$ cat config.mk
export PLATFORM = sky130hd
export DESIGN_NAME = divider_32bit
export DESIGN_NICKNAME = d
export VERILOG_FILES = /design/src/rtl/divider_32bit.sv
export SDC_FILE = /design/constraint.sdc
export NUM_CORES = 1
export LEC_CHECK = 0
export BUFFER_PORTS_ARGS = -buffer_cell sky130_fd_sc_hd__buf_4
export CAP_MARGIN = 40
export CORE_MARGIN = 3
export CORE_UTILIZATION = 59
export DETAILED_ROUTE_END_ITERATION = 10
export MAX_ROUTING_LAYER = met4
export PLACE_DENSITY = 0.77
export SKIP_LAST_GASP = 1
export SYNTH_ARGS = -nofsm -noshare
export SYNTH_HDL_FRONTEND = slang
export SYNTH_SLANG_ARGS = --single-unit
$ cat constraint.sdc
create_clock -name clk -period 17.42 [get_ports clk]
set_input_delay 1.742 -clock clk [delete_from_list [all_inputs] [get_ports clk]]
set_output_delay 1.742 -clock clk [all_outputs]
set_load 0.005 [all_outputs]
$ cat src/rtl/divider_32bit.sv
// 32-bit restoring divider, signed (DIV/REM) and unsigned (DIVU/REMU).
// Fixed 33-cycle latency on the normal path; divide-by-zero and signed
// overflow resolve one cycle after acceptance.
module divider_32bit (
    input  logic        clk,
    input  logic        rst_n,
    input  logic        start,
    input  logic        is_signed,
    input  logic [31:0] a,
    input  logic [31:0] b,
    output logic        busy,
    output logic        done,
    output logic [31:0] quotient,
    output logic [31:0] remainder
);

    typedef enum logic [1:0] {IDLE, CALC, DONE} state_e;

    state_e      state_q, state_d;
    logic [5:0]  cnt_q;
    logic [31:0] rem_q;      // partial remainder
    logic [31:0] dvd_q;      // dividend magnitude, quotient bits shift in at LSB
    logic [31:0] dvs_q;      // divisor magnitude
    logic        neg_quo_q, neg_rem_q, fast_q;

    logic        accept, finish;
    logic        a_neg, b_neg, div0, ovf;
    logic [31:0] a_mag, b_mag;

    // Start is only honoured outside CALC, so DONE can accept back-to-back.
    assign accept = start && (state_q != CALC);
    assign finish = (state_q == CALC) && (fast_q || (cnt_q == 6'd32));

    // Operand classification and magnitudes; unsigned operands are never negated.
    assign a_neg = is_signed & a[31];
    assign b_neg = is_signed & b[31];
    assign a_mag = a_neg ? (~a + 32'd1) : a;
    assign b_mag = b_neg ? (~b + 32'd1) : b;
    assign div0  = (b == 32'd0);
    assign ovf   = is_signed && (a == 32'h8000_0000) && (b == 32'hFFFF_FFFF);

    // Trial subtraction: {rem, next dividend bit} - divisor over 33 bits,
    // built as a ripple-carry chain with inverted divisor and carry-in of 1.
    // Carry out set means no borrow, i.e. the step result is kept. Sum bit 32
    // is never needed because a kept result always fits in 32 bits.
    logic [32:0] trial_x, trial_y;
    logic [33:0] carry;
    logic [31:0] diff;
    logic        keep;

    assign trial_x  = {rem_q, dvd_q[31]};
    assign trial_y  = ~{1'b0, dvs_q};
    assign carry[0] = 1'b1;

    genvar gi;
    generate
        for (gi = 0; gi < 33; gi++) begin : g_rca
            assign carry[gi+1] = (trial_x[gi] & trial_y[gi]) |
                                 (trial_x[gi] & carry[gi])   |
                                 (trial_y[gi] & carry[gi]);
            if (gi < 32) begin : g_sum
                assign diff[gi] = trial_x[gi] ^ trial_y[gi] ^ carry[gi];
            end
        end
    endgenerate

    assign keep = carry[33];

    // State register.
    always_ff @(posedge clk or negedge rst_n) begin
        if (!rst_n) state_q <= IDLE;
        else        state_q <= state_d;
    end

    // Next-state logic.
    always_comb begin
        state_d = state_q;
        case (state_q)
            IDLE:    if (accept) state_d = CALC;
            CALC:    if (finish) state_d = DONE;
            DONE:    state_d = accept ? CALC : IDLE;
            default: state_d = IDLE;
        endcase
    end

    // Status outputs decoded from the registered state.
    always_comb begin
        busy = (state_q == CALC);
        done = (state_q == DONE);
    end

    // Working registers: load on accept, one restoring step per CALC cycle.
    // Fast-path cases preload the final magnitudes with no sign correction.
    always_ff @(posedge clk or negedge rst_n) begin
        if (!rst_n) begin
            cnt_q     <= '0;
            rem_q     <= '0;
            dvd_q     <= '0;
            dvs_q     <= '0;
            neg_quo_q <= 1'b0;
            neg_rem_q <= 1'b0;
            fast_q    <= 1'b0;
        end else if (accept) begin
            cnt_q  <= '0;
            dvs_q  <= b_mag;
            fast_q <= div0 | ovf;
            if (div0) begin
                dvd_q     <= 32'hFFFF_FFFF;
                rem_q     <= a;
                neg_quo_q <= 1'b0;
                neg_rem_q <= 1'b0;
            end else if (ovf) begin
                dvd_q     <= 32'h8000_0000;
                rem_q     <= '0;
                neg_quo_q <= 1'b0;
                neg_rem_q <= 1'b0;
            end else begin
                dvd_q     <= a_mag;
                rem_q     <= '0;
                neg_quo_q <= a_neg ^ b_neg;
                neg_rem_q <= a_neg;
            end
        end else if ((state_q == CALC) && !finish) begin
            rem_q <= keep ? diff : trial_x[31:0];
            dvd_q <= {dvd_q[30:0], keep};
            cnt_q <= cnt_q + 6'd1;
        end
    end

    // Result registers: updated only on the finishing edge, held otherwise.
    always_ff @(posedge clk or negedge rst_n) begin
        if (!rst_n) begin
            quotient  <= '0;
            remainder <= '0;
        end else if (finish) begin
            quotient  <= neg_quo_q ? (~dvd_q + 32'd1) : dvd_q;
            remainder <= neg_rem_q ? (~rem_q + 32'd1) : rem_q;
        end
    end

endmodule
# ---- After elaboration in Yosys (flattened, before gate mapping)
# Index checks and enable logic that the tools add are counted.
dict set report word_totals {
  ff_bits 171
  input_bits 68
  out_inout_bits 66
  elab_cells 292
}
dict set report classes {
  n_addsub 5
  eq_ne 8
  muxes 22
  bitwise_logic 236
  reduce_logical 11
}
# operator n
set ops {}
lappend ops {{two-way mux 32 bit} 12}
lappend ops {{adder 32 x 1 -> 32 bit (second input constant)} 4}
lappend ops {{inverter 32 bit} 4}
lappend ops {{AND 1 bit} 99}
lappend ops {{OR 1 bit} 67}
lappend ops {{equality test 32 bit (second input constant)} 2}
lappend ops {{XOR 1 bit} 64}
lappend ops {{inverter 32 -> 33 bit} 1}
lappend ops {{zero test 32 bit} 1}
lappend ops {{two-way mux 6 bit} 2}
lappend ops {{adder 6 x 1 -> 6 bit (second input constant)} 1}
lappend ops {{equality test 6 bit (second input constant)} 1}
lappend ops {{case mux 2 bit (3 select lines)} 1}
lappend ops {{logical AND 1 bit} 5}
lappend ops {{two-way mux 1 bit} 5}
lappend ops {{two-way mux 2 bit} 2}
lappend ops {{!= test 2 x 1 -> 1 bit (second input constant)} 2}
lappend ops {{equality test 2 x 1 -> 1 bit (second input constant)} 1}
lappend ops {{equality test 2 bit (second input constant)} 1}
lappend ops {{zero test 2 bit} 1}
lappend ops {{!= test 2 bit (second input constant)} 1}
lappend ops {{AND reduction 2 bit} 1}
lappend ops {{nonzero test 2 bit} 1}
lappend ops {{zero test 1 bit} 1}
lappend ops {{2 further kinds} 2}

# ---- Depth between registers and ports, before layout
dict set report depth {
  ltp_word 103
  mapped_depth 41
  ltp_nobuf 39
}

# ---- Worst setup path after synthesis
# No wires, ideal clock.
dict set report synth_timing {
  kind {register -> register}
  start {register dvd_q[31]}
  end {register rem_q[10]}
  setup_time_ps 83
  t_arrival_ps 13216
  required_ps 17337
  slack_ps 4121
  stages_incl_launch_ff 42
  n_path_buf 2
  period_less_slack_ps 13299
  path_cell_list {dfrtp_1 inv_1 ha_1 fa_1 fa_1 fa_1 fa_1 fa_1 fa_1 fa_1 fa_1 fa_1 fa_1 fa_1 fa_1 fa_1 fa_1 fa_1 (+6 left out) fa_1 fa_1 fa_1 fa_1 fa_1 fa_1 fa_1 fa_1 fa_1 inv_1 fa_1 or2_2 clkbuf_1 clkbuf_1 nor2_1 a211oi_1 a21oi_1 o22ai_1}
}
dict set report synth_between {
  elab_chain_len 102
  word_cells_on_any_way 135
  classes_between {3 x mux; 132 x bitwise}
}
# element line_no
set synth_rtl {}
lappend synth_rtl {{from (decl)} 22} ;# logic [31:0] dvd_q;
lappend synth_rtl {{from (signal assigned)} 118} ;# dvd_q <= a_mag;
lappend synth_rtl {{from (signal assigned)} 125} ;# dvd_q <= {dvd_q[30:0], keep};
lappend synth_rtl {{AND 1 bit} 58} ;# assign carry[gi+1] = (trial_x[gi] & trial_y[gi]) |
lappend synth_rtl {{OR 1 bit (*)} 58}
lappend synth_rtl {{OR 1 bit (*)} 59} ;# (trial_x[gi] & carry[gi]) |
lappend synth_rtl {{AND 1 bit} 59}
lappend synth_rtl {{OR 1 bit} 58}
lappend synth_rtl {{OR 1 bit (*)} 59}
lappend synth_rtl {{AND 1 bit} 59}
lappend synth_rtl {{OR 1 bit} 58}
lappend synth_rtl {{(+86 left out)} -}
lappend synth_rtl {{OR 1 bit} 58}
lappend synth_rtl {{OR 1 bit} 59}
lappend synth_rtl {{AND 1 bit} 59}
lappend synth_rtl {{OR 1 bit} 58}
lappend synth_rtl {{OR 1 bit} 59}
lappend synth_rtl {{two-way mux 32 bit (*)} 124} ;# rem_q <= keep ? diff : trial_x[31:0];
lappend synth_rtl {{two-way mux 32 bit (*)} 123} ;# end else if ((state_q == CALC) && !finish) begin
lappend synth_rtl {{two-way mux 32 bit (*)} 103} ;# end else if (accept) begin
lappend synth_rtl {{to (signal assigned)} 124}
lappend synth_rtl {{to (decl)} 21} ;# logic [31:0] rem_q;
# Every way passes the cells marked *; elsewhere a longest branch is shown, timed or not. The select of a mux whose other input is x is not followed.
# A chain may end at the register's enable or synchronous reset.

# ---- Worst setup path in the final report
dict set report layout_timing {
  start {register dvd_q[31]}
  end {register rem_q[20]}
}
dict set report layout_between {
  elab_chain_len 102
  word_cells_on_any_way 135
  classes_between {3 x mux; 132 x bitwise}
}
# element line_no
set layout_rtl {}
lappend layout_rtl {{AND 1 bit} 58}
lappend layout_rtl {{OR 1 bit (*)} 58}
lappend layout_rtl {{OR 1 bit (*)} 59}
lappend layout_rtl {{AND 1 bit} 59}
lappend layout_rtl {{OR 1 bit} 58}
lappend layout_rtl {{OR 1 bit (*)} 59}
lappend layout_rtl {{AND 1 bit} 59}
lappend layout_rtl {{OR 1 bit} 58}
lappend layout_rtl {{(+86 left out)} -}
lappend layout_rtl {{OR 1 bit} 58}
lappend layout_rtl {{OR 1 bit} 59}
lappend layout_rtl {{AND 1 bit} 59}
lappend layout_rtl {{OR 1 bit} 58}
lappend layout_rtl {{OR 1 bit} 59}
lappend layout_rtl {{two-way mux 32 bit (*)} 124}
lappend layout_rtl {{two-way mux 32 bit (*)} 123}
lappend layout_rtl {{two-way mux 32 bit (*)} 103}
# Marked as above.

==> summary.md <==
| Metric | Value |
|---|---|
| Sequential share of power | `32.5%` |
| Synth Warn # | `0` |
| Setup violators final | `0` |
| Synth Instances | `1,200` |
| Area growth, synth to finish | `17.0%` |
| CP Data Arrival Time | `14,260 ps` |
| Worst-path clk slew | `70 ps` |
| Worst slew margin | `43.2%` |
| End of the worst hold path | `remainder[2]$_DFFE_PN0P_` |
| Pwr dens | `184 nW/um^2` |
| Hold Buf Count CTS | `0` |
| CP max stage cell | `fa_1` |
| H-tree depth | `4` |
| Initial Util | `60.7%` |
| Site Rows | `48` |
| Final wirelength | `29,400 microns` |
| Syn Std Cell Area | `10,600 sq um` |
| Slack of the worst reg-to-reg path | `3510 ps` |
| Most common flop cell mapped by yosys | `dfrtp_1` |
| Clock network power share | `17.3%` |
| CP startpoint kind | `flop` |
| Yosys reg bits | `roughly 170` |
| Clock root buffer master | `clkbuf_16` |
| Min-Delay Path Class | `flop to flop` |
| CP Data Required Time | `~18,000 ps` |
| Netlist cell types | `58` |
| CTS buffer count | `17` |
| CTS tree | `yes` |
| DRT iter0 DRCs | `1,046` |
| Initial antenna violation count | `0` |
| Number of nets in the layout | `between 1,000 and 1,500` |
| Vias in the first global route | `8,918` |
| Share of the yosys chip area belonging to registers | `40.5%` |
| Clock skew | `8.90 ps` |
| Worst-case hold slack | `roughly 480 ps` |
| Slew Limit Fails | `0` |
| CP Depth | `40` |
| CTS resizes | `0` |
| CTS Buffer Depth | `2` |
| Setup CP Type | `flop to flop` |
| GPL Wtd Cong | `1.01` |
| R2R Path Start | `dvd_q[31]$_DFFE_PN0P_` |
| Max VDD drop | `0.000121 V` |
| Ratio of cells with drive above 1 in the final layout | `15.5%` |
| Avg Inst Size Synth | `8.81 sq um` |
| Largest net degree at the start of global routing | `83` |
| CP Capture Type | `flop` |
| Final HPWL DP | `21,900 microns` |
| CP peak stage delay | `410 ps` |
| Maximum clock rate | `about 0.072 GHz` |
| Final Hold Viols | `0` |
| Commonest cells after routing, fill and taps aside | `171 x dfrtp_1, 154 x nand2_1, 142 x buf_4, 107 x o21ai_0, 83 x nor2_1` |
| Top-area cell type share of the netlist area | `approximately two fifths` |
| R2R Path End | `rem_q[20]$_DFFE_PN0P_` |
| Routed length per instance | `19.2 microns` |
| Clk_lat worst skew | `between 400 and 500 ps` |
| Syn nets | `1,307` |
| Buf+Inv Stages, Crit Path | `3` |
| Psw | `~0.0010 W` |
| Commonest non-fill, non-tap cell in the layout | `dfrtp_1` |
| Residual DRC | `0` |
| DIE AREA | `just under 20,000 sq um` |
| Lkg Pwr | `5.19 nW` |
| Number of diodes | `0` |
| Clk sinks | `approximately 170` |
| Worst Reg2Reg Path Length in Cells | `40` |
| Post-route ant nets | `0` |
| Max-cap violations | `0` |
| Pre-antenna DRT Iters | `6` |
| Setup WS pre-CTS | `3660 ps` |
| Setup TNS | `0 ps` |
| Crit-path max FO | `50` |
| Power Total | `0.00228 W` |
| Vias/cell | `6.20` |
| Post-synth EDFFs | `0` |
| Crit-path leading delay family | `adder cells` |
| Slew @ Worst Pin | `852 ps` |
| FFs w/ async S/R, synth | `100%` |
| Period utilisation layout | `79.9%` |
| # IOs | `134` |
| Die width | `140 microns` |
| Gate power share | `50.2%` |
| Largest cells by area after synthesis | `dfrtp_1 40%, fa_1 5.9%, nand2_1 5.5%` |
| GRT Overall Usage | `31.2%` |
| P_int | `0.00128 W` |
| Port Buffers | `133` |
| Cell mode on critical path | `fa_1` |
| Hold Path Depth | `2` |
| Leading area contributor after synthesis | `dfrtp_1` |
| Post-CTS setup buffer count | `0` |
| First-pass GRT wire length | `approximately 47,000 microns` |
| CORE AREA | `17,400 sq um` |
| Post-layout min period | `13,910 ps` |
| Sw Ratio | `~44%` |
| Gr ovfl total | `0` |
| Routed via count | `9,478` |
| RSZ-0062 raised after global routing | `false` |
| Worst Min Path Start | `remainder[2]$_DFFE_PN0P_` |
| Die height | `about 140 microns` |
| Status | `finished, final reports clean` |
| Fin worst setup slack | `3510 ps` |
## synth_stat cells, drive strengths merged (2+ instances only)
master	instances
mux2i	4
a221oi	3
or4	11
nand2	155
or3	13
and2	7
o31ai	25
xor2	63
nor4	15
ha	8
nor3b	2
buf	9
o32ai	2
and3	4
inv	51
nor3	27
dfrtp	171
a41oi	7
nand3	13
clkbuf	67
and3b	2
fa	31
a31oi	18
o21ai	141
a211oi	32
a21oi	75
xnor2	58
o22ai	39
nor2	84
nand4	20
o221ai	2
a2bb2oi	3
o41ai	16
or3b	2
and4	3
nand2b	5
or2	3
## worst max path at each step
| stage | startpoint | endpoint | slack [ps] |
|---|---|---|---|
| CTS | dvd_q[31]$_DFFE_PN0P_ | rem_q[20]$_DFFE_PN0P_ | 3540 |
| global placement | dvd_q[31]$_DFFE_PN0P_ | rem_q[28]$_DFFE_PN0P_ | 3460 |
| finish | dvd_q[31]$_DFFE_PN0P_ | rem_q[20]$_DFFE_PN0P_ | 3510 |
| floorplan | dvd_q[31]$_DFFE_PN0P_ | rem_q[10]$_DFFE_PN0P_ | 4120 |
| detailed placement | dvd_q[31]$_DFFE_PN0P_ | rem_q[20]$_DFFE_PN0P_ | 3660 |
| global route | dvd_q[31]$_DFFE_PN0P_ | rem_q[20]$_DFFE_PN0P_ | 3060 |
## power by group through the flow
stage          clock, W  combinational, W  sequential [W]
2_1_floorplan         0          0.000787        0.000703
3_3_place_gp          0           0.00108        0.000739
3_5_place_dp          0           0.00113        0.000746
4_1_cts        0.000398           0.00114        0.000738
5_1_grt        0.000419           0.00128        0.000767
6_report       0.000395           0.00115        0.000742
## sequential cells by signal (all words and copies together) (netlist names)
register,flops
cnt_q,6
rem_q,32
fast_q,1
dvd_q,32
neg_quo_q,1
quotient,32
neg_rem_q,1
state_q,2
remainder,32
dvs_q,32
## metal layers
layer,up-vias,GRT usage (%),wire length [microns]
met3,51,5.81,2360
li1,4434,-,-
met2,420,48.7,14200
met1,4573,42.9,12300
met5,-,-,0
met4,0,6.94,542
## worst reg2reg max path: cells and delay by family, from the launching register on
| family | cells | cell delay [ps] |
|---|---|---|
| fa+ha+maj | 32 | 12130 |
| compound gates | 3 | 520 |
| buf+inv | 3 | 420 |
| simple gates | 2 | 400 |
| flops | 1 | 340 |
## through the flow
stage / utilization, % / cell area [sq um] / cells
3_3_place_gp: 67.0 / 11700 / 1492
2_1_floorplan: - / 10600 / 1200
3_5_place_dp: 67.6 / 11800 / 1496
6_report: 71.0 / 12400 / 1528
5_1_grt: 71.0 / 12400 / 1528
4_1_cts: 71.0 / 12400 / 1528
## logic make-up after synthesis
| kind of cell | after synthesis | share of synthesized area [%] |
|---|---|---|
| xor gates and xnor gates | 121 | 10.0 |
| and+or+nand+nor | 370 | 16.7 |
| AOI/OAI and AO/OA | 368 | 21.0 |
| DFF | 171 | 40.5 |
| buffers and inverters | 127 | 4.62 |
| adders and majority gates | 39 | 6.82 |
| muxes | 4 | 0.379 |
## area by class of cell
type / instances / area (sq um)
clock inverters: 13 / 155
clock buffers: 19 / 453
inverters: 51 / 191
fillers: 1348 / 5040
repair buffers: 147 / 1180
well taps: 225 / 282
flip-flops and latches: 171 / 4280
multi-input cells: 902 / 5830
No activity file was read; power rests on OpenSTA's default activity.
